<file path="config.mk">
export PLATFORM = sky130hd
export DESIGN_NAME = seven_seg_scanner
export DESIGN_NICKNAME = d
export VERILOG_FILES = /design/src/rtl/seven_seg_scanner.sv
export SDC_FILE = /design/constraint.sdc
export NUM_CORES = 1
export LEC_CHECK = 0
export ABC_AREA = 1
export BUFFER_PORTS_ARGS = -buffer_cell sky130_fd_sc_hd__buf_2
export CAP_MARGIN = 20
export CORE_MARGIN = 3
export CORE_UTILIZATION = 45
export DETAILED_ROUTE_END_ITERATION = 10
export GPL_TIMING_DRIVEN = 0
export PLACE_DENSITY = 0.64
export SLEW_MARGIN = 20
export SYNTH_ARGS = -nofsm -noshare
export SYNTH_HDL_FRONTEND = slang
export SYNTH_SLANG_ARGS = --single-unit
</file>
<file path="constraint.sdc">
create_clock -name clk_i -period 3.84 [get_ports clk_i]
set_input_delay 0.576 -clock clk_i [delete_from_list [all_inputs] [get_ports clk_i]]
set_output_delay 0.576 -clock clk_i [all_outputs]
set_load 0.05 [all_outputs]
</file>
<file path="src/rtl/seven_seg_scanner.sv">
// Time-multiplexed scan controller for an NDIG-digit common-cathode 7-segment display.
// One shared hex decoder is fed one nibble per slot through digit_val_o. A new display
// value is held in a pending register and only shown once the current frame has ended,
// so a frame never mixes old and new digits.
module seven_seg_scanner #(
  parameter int NDIG        = 4,
  parameter int REFRESH_DIV = 50000,
  parameter int DEAD        = 2
) (
  input  logic              clk_i,
  input  logic              rst_i,
  input  logic              en_i,
  input  logic              lzb_i,
  input  logic              wr_en_i,
  input  logic [4*NDIG-1:0] wr_data_i,
  output logic [3:0]        digit_val_o,
  output logic [NDIG-1:0]   digit_sel_o,
  output logic              blank_o,
  output logic              frame_done_o,
  output logic              pending_o
);

  localparam int CNT_W = (REFRESH_DIV > 1) ? $clog2(REFRESH_DIV) : 1;
  localparam int IDX_W = (NDIG > 1) ? $clog2(NDIG) : 1;
  localparam logic [CNT_W-1:0] DIV_LAST = CNT_W'(REFRESH_DIV - 1);
  localparam logic [CNT_W-1:0] DEAD_C   = CNT_W'(DEAD);
  localparam logic [CNT_W-1:0] CNT_ONE  = CNT_W'(1);
  localparam logic [IDX_W-1:0] IDX_LAST = IDX_W'(NDIG - 1);

  typedef enum logic {
    DARK = 1'b0,
    SCAN = 1'b1
  } state_e;

  state_e            state_q, state_d;
  logic [CNT_W-1:0]  div_cnt_q, div_cnt_d;
  logic [IDX_W-1:0]  idx_q, idx_d;
  logic [4*NDIG-1:0] disp_q, disp_d;
  logic [4*NDIG-1:0] pend_q, pend_d;
  logic              pend_flag_q, pend_flag_d;

  logic [3:0]        digit_val_q, digit_val_d;
  logic [NDIG-1:0]   digit_sel_q, digit_sel_d;
  logic              blank_q, blank_d;
  logic              frame_done_q, frame_done_d;

  logic              slot_end;
  logic              boundary;
  logic              load_disp;
  logic              in_dead;
  logic              lead_zero;
  logic [3:0]        nib;
  logic [NDIG-1:0]   onehot;

  // Next-state: slot/digit counters, tear-free display hand-over and output decode.
  always_comb begin
    state_d      = en_i ? SCAN : DARK;
    slot_end     = (div_cnt_q == DIV_LAST);
    boundary     = en_i && slot_end && (idx_q == IDX_LAST);
    // Pending value moves to the display at a frame boundary, or at once while dark.
    load_disp    = pend_flag_q && (!en_i || boundary);

    div_cnt_d    = '0;
    idx_d        = '0;
    case (state_q)
      DARK: begin
        // Counters sit at zero while dark, so the first scanning cycle is slot 0, cycle 0.
        if (en_i) div_cnt_d = CNT_ONE;
      end
      SCAN: begin
        if (en_i) begin
          if (slot_end) begin
            idx_d = (idx_q == IDX_LAST) ? '0 : idx_q + 1'b1;
          end else begin
            div_cnt_d = div_cnt_q + 1'b1;
            idx_d     = idx_q;
          end
        end
      end
      default: ;
    endcase

    disp_d      = load_disp ? pend_q : disp_q;
    pend_d      = wr_en_i ? wr_data_i : pend_q;
    // A write in the same cycle as the hand-over stays pending for the next frame.
    pend_flag_d = wr_en_i | (pend_flag_q & ~load_disp);

    nib       = disp_q[4*idx_q +: 4];
    in_dead   = (div_cnt_q < DEAD_C);
    onehot    = '0;
    onehot[idx_q] = 1'b1;
    // Digit idx is a leading zero when it and every more significant nibble are zero.
    lead_zero = 1'b1;
    for (int i = 0; i < NDIG; i++) begin
      if ((i >= int'(idx_q)) && (disp_q[4*i +: 4] != 4'h0)) lead_zero = 1'b0;
    end

    if (en_i) begin
      digit_val_d  = nib;
      digit_sel_d  = in_dead ? '0 : onehot;
      blank_d      = in_dead || (lzb_i && (idx_q != '0) && lead_zero);
      frame_done_d = boundary;
    end else begin
      digit_val_d  = 4'h0;
      digit_sel_d  = '0;
      blank_d      = 1'b1;
      frame_done_d = 1'b0;
    end
  end

  // Single state register for the scan FSM, its counters, display storage and outputs.
  always_ff @(posedge clk_i) begin
    if (rst_i) begin
      state_q      <= DARK;
      div_cnt_q    <= '0;
      idx_q        <= '0;
      disp_q       <= '0;
      pend_q       <= '0;
      pend_flag_q  <= 1'b0;
      digit_val_q  <= 4'h0;
      digit_sel_q  <= '0;
      blank_q      <= 1'b1;
      frame_done_q <= 1'b0;
    end else begin
      state_q      <= state_d;
      div_cnt_q    <= div_cnt_d;
      idx_q        <= idx_d;
      disp_q       <= disp_d;
      pend_q       <= pend_d;
      pend_flag_q  <= pend_flag_d;
      digit_val_q  <= digit_val_d;
      digit_sel_q  <= digit_sel_d;
      blank_q      <= blank_d;
      frame_done_q <= frame_done_d;
    end
  end

  assign digit_val_o  = digit_val_q;
  assign digit_sel_o  = digit_sel_q;
  assign blank_o      = blank_q;
  assign frame_done_o = frame_done_q;
  assign pending_o    = pend_flag_q;

endmodule

</file>
Word-level counts from Yosys, hierarchy flattened
Cells that the tools add are included.
W data, S select, Z words.

word-level totals
  bits in registers = 62
  input port bits = 21
  logic and storage cells = 58

cells by class
  $add $sub $neg = 2
  magnitude comparators = 6
  equality and inequality tests = 2
  shifts and indexed selects = 1
  mux-type cells = 12
  bitwise operators = 5
  reduce and logical (&&, ||, !) cells = 20

operator list
  kind                     number
  $mux W16                 2
  $pmux W16 S2             1
  $add A16 B1 Y16 const B  1
  $eq A16 B16 Y1 const B   1
  $lt A16 B2 Y1 const B    1
  $reduce_bool A4 Y1       4
  $shiftx A16 B5 Y4        1
  $logic_and A1 B1 Y1      9
  $mux W1                  7
  $reduce_or A3 Y1         2
  $ge A1 B2 Y1 const A     2
  $lt A2 B3 Y1 const B     1
  $not A1 Y1               3
  $add A2 B1 Y2 const B    1
  $demux W1 S2             1
  $eq A2 B2 Y1 const B     1
  $ge A2 B1 Y1 const B     1
  $ge A2 B2 Y1 const A     1
  $logic_or A1 B1 Y1       2
  $mux W2                  1
  $reduce_bool A2 Y1       1
  $reduce_or A2 Y1         1
  $and A1 B1 Y1            1
  $logic_not A1 Y1         1
  $or A1 B1 Y1             1

Logic depth before layout (Yosys ltp)
Gate-level depths: netlist of run 1.

  word-level depth = 8
  depth in mapped cells = 10
  mapped depth without buffers = 9

Worst setup path before layout of run 1
No wires, ideal clock.

  path type = input to register
  from = input port rst_i
  to = register div_cnt_q[12]
  setup time = 0.070 ns
  data arrival time = 1.330 ns
  setup slack = 2.441 ns
  stages = 8
  path buffers = 1
  path through = inv_1 -> nand2_1 -> inv_2 -> nand2_1 -> inv_1 -> nand2_1 -> buf_4 -> a21oi_1

RTL lines
  item                  line  RTL
  start, declared       11    input logic rst_i,
  end signal, assigned  126   div_cnt_q <= div_cnt_d;
  end, declared         36    logic [CNT_W-1:0] div_cnt_q, div_cnt_d;

Final worst setup path of run 1
  from = register div_cnt_q[0]
  to = register div_cnt_q[15]

on the way
  word-level cells in the longest chain between the ends = 4

ends and longest elaborated chain
  item                                               line    RTL
  $add A16 B1 Y16 or $eq A16 B16 Y1 (tied branches)  75, 58
  $mux W16 *                                         72      if (slot_end) begin
  $mux W16 *                                         71      if (en_i) begin
  $pmux W16 S2 *                                     65      case (state_q)

Mark *: on every way between the ends. The rest lies on a longest branch, timed or not.
A chain may end at the register's enable or synchronous reset.

==> metrics.md, run 1 <==
| Metric | Value |
|---|---|
| Root Driver | clkbuf_8 |
| I/O Pins | 32 |
| Path depth of the worst reg2reg path | 7 |
| CP max-delay cell | dfxtp_1 |
| Ant diodes | 0 |
| Hold buffers post-CTS | 0 |
| Avg Cell Area, Syn | 7.398 um^2 |
| Status | finished clean |
| Hold Crit Endpoint | pending_o |
| Die Y-Extent | 83.68 um |
| CTS tree | built |
| Max Slew Vio Count | 0 |
| Crit end category | register |
| Mapped Nets | 394 |
| Highest routed layer | met4 |
| Reg-to-reg setup timing slack | 2.20 ns |
| Ratio of cells with drive above 1 in the final layout | 15.70% |
| Num rows | 27 |
| Register area share after synthesis | 45.71% |
| Vias in the first global route | 2,183 |
| Post-synth EDFFs | 0 |
| WP data arrival | 1.87 ns |
| Latest clock arrival within the worst-skew pair | 0.34 ns |
| Sequential share of power | 50.9% |
| Mapped cell area | about 0.0027 mm^2 |
| Final core utilization | 55.51% |
| Max Fclk | roughly 610 MHz |
| Initial antenna violation count | 0 |
| Top cell type's share of synthesized area | 45.71% |
| Routed wire length | 5.576 mm |
| Maxcap violations | 0 |
| Fin. Hold Viols | 0 |
| H-tree Lvls | 3 |
| Hold WC Path Type | primary input to register |
| Vias/cell | 4.914 |
| CP peak stage delay | 0.36 ns |
| First-pass GRT wire length | 9.742 mm |
| CP cell instances | ha_1 > nand3_1 > nor2_2 > nand2_1 > nand2_1 > buf_4 > a21oi_1 |
| Gate Count Post-Synth | 367 |
| I/O Buffers | 31 |
| Vias | 2,388 |
| Worst IR Drop VDD | 0.2513 mV |
| Die area | 0.007002 mm^2 |
| Post-synth cell types | 31 |
| CP max FO | 10 |
| Placed instance count | 470 |
| Reg2reg end | div_cnt_q[15] |
| Pwr dens | approximately 420 mW/mm^2 |
| Ys async rst share | 0% |
| WL met2 | between 2 and 3 mm |
| DRC marker count from the first detailed-route iteration | between 90 and 100 |
| RSZ-0062 raised after global routing | false |
| Startpoint Class | register |
| CP Class | register to register |
| Number of routed nets with antenna violations | 0 |
| Total congestion overflow | 0 |
| Setup TNS | 0 ns |
| Net Switching | 0.3255 mW |
| DRC viols | 0 |
| Internal power | a little over 1 mW |
| Slew headroom | 70.19% |
| WP data required | slightly above 4 ns |
| NumNets Final | 436 |
| Worst hold margin | 0.4190 ns |
| Die W | 83.68 um |
| Final Wtd Congestion | slightly below 0.9 |
| Hold Crit Depth | 2 |
| CTS resizes | 0 |
| Clock power frac | 41.4% |
| WL met1 | 2.663 mm |
| Global-route usage over all layers | 17.22% |
| CTS sink cnt | 62 |
| Largest net degree at the start of global routing | 12 |
| Finished Layout Cells | between 400 and 500 |
| Worst-Margin Slew | 0.4438 ns |
| Clock transition at path regs | 0.06 ns |
| DP HPWL | 4.189 mm |
| Hold path start | rst_i |
| Main synth FF type | dfxtp_1 |
| CTS buffer count | 9 |
| Final setup viols | 0 |
| Placed cell area | between 0.002 and 0.003 mm^2 |
| Clock Tree Buf Depth | 2 |
| Tmin final | 1.640 ns |
| Initial Util | 47.84% |
| Core Box Area | approximately 0.0057 mm^2 |
| DR WL met3 | around 240 um |
| Crit-path most repeated cell | nand2_1 |
| Logic gate share of total power | between 7 and 8% |
| Synth warn | 0 |
| Crit path from | div_cnt_q[0] |
| Setup bufs post-CTS | 0 |
| Drt pass-1 iters | 4 |
| Leading area contributor after synthesis | dfxtp_1 |
| Clk_skew | 0.006455 ns |
| Synthesis-to-finish area growth | 16.04% |
| Leakage power | 1.367 nW |
| Most frequent cell after synthesis | dfxtp_1 |
| Top cells by area, synth | dfxtp_1, a21oi_1, inv_1 |
| Register bit total from synthesis | 62 |
| Period utilisation layout | 42.70% |
| Reg2reg start | div_cnt_q[0] |
| Sw Ratio | 24.46% |
| WL per Instance | ~11 um |
| Most frequent cells after synthesis | dfxtp_1, inv_1, a21oi_1 |
| Final Cell Area | 0.003151 mm^2 |
-- cell families (layout without fill, tap and decap cells) --
logic type / Yosys count / count (layout) / share of synthesized area [%]
compound gates: 82 / 82 / 15.44
xor+xnor: 3 / 3 / 0.9679
fa+ha+maj: 6 / 6 / 2.765
buf+inv: 68 / 115 / 10.97
flops: 62 / 62 / 45.71
simple gates: 146 / 146 / 24.15
-- layout by cell type (no fill, tap or decap), types with 6 or more instances in the layout --
master | netlist | final
a21oi_1 | 50 | 50
buf_2 | 1 | 32
clkbuf_1 | 7 | 8
clkbuf_8 | 0 | 9
dfxtp_1 | 62 | 62
ha_1 | 6 | 6
inv_1 | 51 | 51
nand2_1 | 45 | 45
nand3_1 | 31 | 31
nor2_1 | 44 | 44
nor3_1 | 9 | 9
o21ai_0 | 29 | 29
-- worst max-delay path by stage --
stage / to / slack (ns) / cells after the start
2_1_floorplan: div_cnt_q[12] / 2.44 / 8
3_3_place_gp: div_cnt_q[14] / 2.02 / 9
3_5_place_dp: div_cnt_q[2] / 2.00 / 9
4_1_cts: div_cnt_q[5] / 2.17 / 7
5_1_grt: div_cnt_q[13] / 2.02 / 7
6_report: div_cnt_q[15] / 2.20 / 7
-- per-layer routing --
layer  track usage, %  vias to the layer above
met3            4.344                        8
met4            8.480                        0
met5                0                        -
li1                 -                     1276
met2            27.69                       43
met1            21.35                     1061
-- stage by stage --
stage,power (mW),setup WS (ns)
floorplan,0.7637,2.441
global placement,0.7929,2.019
detailed placement,0.7949,2.003
CTS,1.348,2.171
global route,1.400,2.022
finish,1.331,2.201
-- power groups by stage --
stage / clock network, mW / logic, mW / registers, mW
floorplan: 0 / 0.0688 / 0.695
global placement: 0 / 0.101 / 0.692
detailed placement: 0 / 0.103 / 0.692
CTS: 0.568 / 0.103 / 0.678
global route: 0.602 / 0.119 / 0.679
finish: 0.551 / 0.102 / 0.678
-- registers in the layout, summed over array words and instances (netlist names) --
| name | flops |
|---|---|
| digit_val_o | 4 |
| div_cnt_q | 16 |
| digit_sel_o | 4 |
| disp_q | 16 |
| frame_done_o | 1 |
| blank_o | 1 |
| state_q | 1 |
| idx_q | 2 |
| pending_o | 1 |
| pend_q | 16 |
-- cell type report --
cell class	count	area [um^2]
timing repair buffer	31	155.1
buffer	15	98.84
multi-input combinational	237	1176
inverter	53	198.9
clock buffer	10	127.6
fill	599	2525
tap	72	90.09
clock inverter	6	62.56
sequential	62	1241
-- critical path: cells and delay by family, from the launching register on --
family	cells	cell delay, ns
adder cells (fa/ha/maj)	1	0.20
AO/OA/AOI/OAI	1	0.06
flip-flops	1	0.36
AND/OR/NAND/NOR	4	0.71
buffers and inverters	1	0.21
(Power assumes the default switching activity.)
==> run 2: changes to the inputs <==
Clock period 3.84 ns to 1.59 ns, I/O delays scaled along.
==> metrics.md, run 2 (synthesized netlist as in run 1, its figures left out) <==
| Metric | Value |
|---|---|
| Period utilisation layout | 91.58% |
| Hold path start | rst_i |
| Ratio of cells with drive above 1 in the final layout | 19.23% |
| CTS sink cnt | 62 |
| Max Fclk | 686.7 MHz |
| DRC viols | 0 |
| Leakage power | 1.378 nW |
| First-pass GRT wire length | 9.756 mm |
| CP Class | register to register |
| Routed wire length | 5.687 mm |
| CP Depth | 9 |
| Pwr dens | 998.4 mW/mm^2 |
| DR WL met3 | between 200 and 250 um |
| Worst-Margin Slew | between 0.4 and 0.5 ns |
| Largest delay share family, worst path | simple AND/OR/NAND/NOR gates |
| Hold Crit Depth | 2 |
| Number of routed nets with antenna violations | 0 |
| Largest net degree at the start of global routing | 12 |
| Sequential share of power | 50.9% |
| WL met2 | around 2.6 mm |
| WP data required | 1.82 ns |
| Reg2reg start | idx_q[1] |
| Internal power | 2.431 mW |
| Root Driver | clkbuf_8 |
| CP cell instances | ha_2 > nand2_1 > inv_1 > nand3_2 > nand2_4 > buf_8 > nand3_1 > nand2_1 > nor2_1 |
| WP data arrival | 1.69 ns |
| Hold buffers post-CTS | 0 |
| Initial antenna violation count | 0 |
| Path depth of the worst reg2reg path | 9 |
| CP max FO | 10 |
| Synthesis-to-finish area growth | 18.71% |
| Clk_skew | 0.007666 ns |
| Highest routed layer | met4 |
| Hold Crit Endpoint | pending_o |
| Crit end category | register |
| Crit-path most repeated cell | nand2_1 |
| Bufs and invs on worst path | 2 |
| Final Wtd Congestion | 0.8834 |
| Die W | 83.68 um |
| Placed instance count | 470 |
| Fin. Hold Viols | 0 |
| Core Box Area | 0.005675 mm^2 |
| Global-route usage over all layers | 17.24% |
| Final setup viols | 0 |
| Vias | 2,391 |
| RSZ-0062 raised after global routing | false |
| Hold WC Path Type | primary input to register |
| Leading cell type in the layout, fill and taps excluded | dfxtp_1 |
| Vias in the first global route | 2,191 |
| Clock Tree Buf Depth | 2 |
| DP HPWL | 4.189 mm |
| I/O Pins | 32 |
| Sw Ratio | between 20% and 30% |
| Vias/cell | ~4.9 |
| Setup TNS | 0 ns |
| Die area | 0.007002 mm^2 |
| CTS buffer count | 9 |
| Startpoint Class | register |
| Reg-to-reg setup timing slack | 0.13 ns |
| Maxcap violations | 0 |
| Tmin final | 1.456 ns |
| Top Registers | disp_q (16), div_cnt_q (16), pend_q (16) |
| Die Y-Extent | 83.68 um |
| Latest clock arrival within the worst-skew pair | 0.34 ns |
| Finished Layout Cells | slightly below 500 |
| Worst IR Drop VDD | 0.6098 mV |
| CTS tree | built |
| Clock transition at path regs | approximately 0.070 ns |
| Total congestion overflow | 0 |
| Net Switching | just under 0.8 mW |
| Final core utilization | 56.79% |
| Clock power frac | about two fifths |
| WL per Instance | 11.65 um |
| Max Slew Vio Count | 0 |
| Ant diodes | 0 |
| H-tree Lvls | 3 |
| Reg2reg end | disp_q[12] |
| Initial Util | 47.84% |
| CP peak stage delay | 0.41 ns |
| Num rows | 27 |
| Drt pass-1 iters | 5 |
| DRC marker count from the first detailed-route iteration | 78 |
| Most frequent cells in the layout | dfxtp_1, inv_1, a21oi_1 |
| CP max-delay cell | dfxtp_2 |
| NumNets Final | around 440 |
| Logic gate share of total power | 7.7% |
| Slew headroom | between 60% and 70% |
| Status | finished clean |
| WL met1 | 2.736 mm |
| I/O Buffers | 31 |
[run 2: cell count changes in the layout (fill, tap and decap cells not counted), moves of 2 or more]
cell and change:
buf_4 +2, dfxtp_1 -6, nor2_4 +2, dfxtp_2 +6
nor2_1 -2, ha_1 -2
[run 2: how the worst max path moves through the flow]
stage,start,end,slack (ns)
global placement,div_cnt_q[0],div_cnt_q[14],-0.03
global route,idx_q[0],disp_q[9],0.002
floorplan,div_cnt_q[0],disp_q[2],0.19
CTS,idx_q[1],disp_q[12],0.001
finish,idx_q[1],disp_q[12],0.13
detailed placement,div_cnt_q[0],div_cnt_q[11],-0.03
[run 2: power by group through the flow]
| stage | clock [mW] | combinational (mW) | sequential (mW) |
|---|---|---|---|
| after floorplan | 0 | 0.166 | 1.68 |
| after global placement | 0 | 0.244 | 1.67 |
| final | 1.33 | 0.249 | 1.64 |
| after global routing | 1.45 | 0.290 | 1.64 |
| after CTS | 1.37 | 0.248 | 1.64 |
| after detailed placement | 0 | 0.248 | 1.67 |
[run 2: stage by stage]
stage / hold WS, ns / total power [mW] / worst slack, ns / instance area, um^2
global placement: 0.4229 / 1.915 / -0.02777 / 2960
global route: 0.07817 / 3.385 / 0.001710 / 3223
detailed placement: 0.4287 / 1.920 / -0.03425 / 2960
CTS: 0.07013 / 3.257 / 0.001015 / 3158
finish: 0.08114 / 3.218 / 0.1338 / 3223
floorplan: 0.3076 / 1.844 / 0.1926 / 2715
[run 2: routing by layer]
layer	GRT usage [%]	vias to the layer above
met5	0	-
met4	8.480	0
met3	4.344	12
met2	27.77	43
met1	21.35	1058
li1	-	1278
[run 2: layout make-up]
cell class                 instances  area (um^2)
timing repair buffer              33        170.2
clock buffer                      10        127.6
multi-input combinational        237         1226
sequential                        62         1249
inverter                          53        198.9
fill                             591         2452
tap                               72        90.09
buffer                            15        98.84
clock inverter                     6        62.56
[run 2: worst reg2reg max path: cells and delay by family (launching register included)]
kind | cells | cell delay, ns
adder cells (fa/ha/maj) | 1 | 0.24
buffers and inverters | 2 | 0.21
flip-flops | 1 | 0.41
AND/OR/NAND/NOR | 6 | 0.49
[run 2: what timing repair did]
item / in CTS / in global routing
endpoints found under the hold margin: 0 / 0
buffers inserted: 0 / 2
gates resized for setup: 2 / 15
setup endpoints to repair: 27 / 32
pin swaps: 1 / 3
==> run 3: changes to the inputs <==
Settings changed: ABC_AREA 1 to default, CTS_CLUSTER_SIZE from default to 40, RECOVER_POWER from default to 100.
==> metrics.md, run 3 <==
| Metric | Value |
|---|---|
| Status | complete, but fails checks |
| Failing checks | negative setup slack |
| Crit path from | div_cnt_q[12] |
| Vias | about 2,500 |
| Fin. Hold Viols | 0 |
| Max Fclk | 483.8 MHz |
| Critical path endpoint | disp_q[4] |
| Pwr dens | 1001 mW/mm^2 |
| Worst hold margin | 0.1245 ns |
| GRT Max-Usage Layer | met1 |
| Leading cell type in the layout, fill and taps excluded | dfxtp_1 |
| Mapped Nets | between 300 and 400 |
| Top cell type's share of synthesized area | 42.47% |
| I/O Buffers | 29 |
| Core Box Area | 0.006096 mm^2 |
| Sw Ratio | 23.34% |
| CP cell instances | or4_4 > or4_4 > buf_8 > buf_12 > o311ai_4 |
| Largest net degree at the start of global routing | 11 |
| CTS sink cnt | 62 |
| Maxcap violations | 0 |
| Routed wire length | 7.046 mm |
| Register bit total from synthesis | 62 |
| H-tree Lvls | 3 |
| Internal power | 2.740 mW |
| Clock Tree Buf Depth | 2 |
| Net Switching | approximately 0.83 mW |
| CP Class | register to register |
| CTS tree | built |
| Bufs and invs on worst path | 2 |
| GR Util met3 | approximately 3.7% |
| Leading area contributor after synthesis | dfxtp_1 |
| CP peak stage delay | 0.55 ns |
| Main synth FF type | dfxtp_1 |
| Ratio of cells with drive above 1 in the final layout | 22.84% |
| Leakage power | about 1.4 nW |
| Setup TNS | -13.88 ns |
| Global-route usage over all layers | about a fifth |
| Vias in the first global route | 2,358 |
| Max Slew Vio Count | 0 |
| Largest delay share family, worst path | simple AND/OR/NAND/NOR gates |
| Most frequent cells after synthesis | dfxtp_1, nand2_1, nor2_1 |
| Logic gate share of total power | 9.0% |
| Final Wtd Congestion | 0.8426 |
| Most frequent cells in the layout | dfxtp_1, nand2_1, clkbuf_1 |
| Startpoint Class | register |
| WP data arrival | around 2.3 ns |
| Mapped cell area | 0.002923 mm^2 |
| Top Registers | disp_q (16), div_cnt_q (16), pend_q (16) |
| Final core utilization | 58.56% |
| WL per Instance | 16.24 um |
| Hold WC Path Type | primary input to register |
| Worst IR Drop VDD | approximately 0.48 mV |
| Drt pass-1 iters | 4 |
| Post-synth cell types | 36 |
| Post-synth EDFFs | 0 |
| Slew headroom | 50.74% |
| Crit-path most repeated cell | or4_4 |
| Number of routed nets with antenna violations | 0 |
| Die Y-Extent | between 80 and 90 um |
| Initial Util | 47.95% |
| DRC viols | 0 |
| Met2 usage | 28.93% |
| RSZ-0062 raised after global routing | true |
| Vias/cell | 5.728 |
| Register area share after synthesis | 42.47% |
| Gate Count Post-Synth | 309 |
| DP HPWL | 4.736 mm |
| Initial antenna violation count | 0 |
| Hold buffers post-CTS | 0 |
| CTS buffer count | 9 |
| Latest clock arrival within the worst-skew pair | 0.34 ns |
| Synthesis-to-finish area growth | 22.13% |
| Sequential share of power | a little under half |
| Crit end category | register |
| I/O Pins | 32 |
| Period utilisation layout | 130.0% |
| Num rows | 28 |
| Path depth of the worst reg2reg path | 5 |
| Clock transition at path regs | 0.07 ns |
| Total congestion overflow | 0 |
| Reg-to-reg setup timing slack | -0.48 ns |
| Clock power frac | between 40% and 50% |
| Final worst slack | -0.4768 ns |
| CP max-delay cell | or4_4 |
| Avg Cell Area, Syn | 9.459 um^2 |
| Worst-Margin Slew | 0.7389 ns |
| CP max FO | 10 |
| First-pass GRT wire length | 11.69 mm |
| Met1 Track Usage GR | just under 30% |
| Top cells by area, synth | dfxtp_1, o311ai_2, mux2i_1 |
| Reg2reg start | div_cnt_q[12] |
| Final setup viols | 34 |
| Die area | 0.007498 mm^2 |
| Synth warn | 0 |
| Die W | 86.59 um |
| Tmin final | 2.067 ns |
| Ys async rst share | 0% |
| Root Driver | clkbuf_8 |
| Reg2reg end | disp_q[4] |
| WP data required | around 1.8 ns |
| DRC marker count from the first detailed-route iteration | 190 |
| NumNets Final | 382 |
| Most frequent cell after synthesis | dfxtp_1 |
| Ant diodes | 0 |
| CP Depth | 5 |
| Clk_skew | ~0.0097 ns |
[run 3: changes by cell type after synthesis, sizes merged, moves of 8 or more]
cell    before  now
nand2       48   39
and2         0    8
o21ai       29    1
a32oi        0   16
xnor2        0    9
nor3        10    2
o311ai       0   16
nor2        47   38
mux2i        0   17
clkbuf       7   19
inv         53    6
nand3       32    7
a21oi       51    2
nor3b        1   16
[run 3: per-layer routing]
metal / routed length, um / part of all wire, %
met1: 3456 / 49
met2: 3069 / 44
met3: 376 / 5.3
met4: 143 / 2.0
met5: 0 / 0
[run 3: power by group through the flow]
stage               Sequential (mW)  Clock, mW  Combinational [mW]
finish                         1.69       1.56               0.322
global route                   1.69       1.65               0.356
CTS                            1.68       1.59               0.313
detailed placement             1.72          0               0.298
global placement               1.72          0               0.292
floorplan                      1.71          0               0.211
[run 3: worst min path at each step]
stage	from	to	slack, ns	cells after the start
5_1_grt	wr_data_i[14]	pend_q[14]	0.13	3
3_5_place_dp	state_q	div_cnt_q[0]	0.45	1
2_1_floorplan	wr_data_i[0]	pend_q[0]	0.39	2
3_3_place_gp	state_q	div_cnt_q[0]	0.44	1
6_report	wr_data_i[4]	pend_q[4]	0.12	3
4_1_cts	wr_data_i[4]	pend_q[4]	0.12	3
[run 3: cells by family after synthesis]
family / after synthesis / synth area share, %
AO/OA/AOI/OAI: 38 / 14.08
XOR/XNOR: 14 / 4.195
adder cells (fa/ha/maj): 6 / 2.568
buffers and inverters: 32 / 4.837
flip-flops: 62 / 42.47
multiplexers: 21 / 8.904
AND/OR/NAND/NOR: 136 / 22.95
[run 3: cell type report]
type | instances | area [um^2]
Tap cell | 75 | 93.84
Clock buffer | 12 | 155.1
Multi-Input combinational cell | 215 | 1650
Buffer | 25 | 142.6
Clock inverter | 3 | 67.56
Timing Repair Buffer | 35 | 188.9
Fill cell | 557 | 2526
Sequential cell | 62 | 1245
Inverter | 7 | 26.28
[run 3: what timing repair did]
action / CTS / global route
gates resized for setup: 23 / 21
pin swaps: 11 / 3
endpoints found under the setup margin: 37 / 34
setup buffers: 4 / 0
cloned: 2 / 0
[run 3: worst reg2reg max path, cell delays in order, from the launching register on]
cell      delay, ns
dfxtp_2        0.32
or4_4          0.54
or4_4          0.55
buf_8          0.16
buf_12         0.15
o311ai_4       0.27
[run 3: through the flow]
step	total power, mW	worst slack [ns]	cell area, um^2	cells
after global routing	3.703	-0.5266	3570	434
after CTS	3.583	-0.4722	3517	434
final	3.574	-0.4768	3570	434
after detailed placement	2.017	-0.6111	3172	413
after floorplan	1.922	-0.4134	2933	309
after global placement	2.008	-0.5759	3172	413
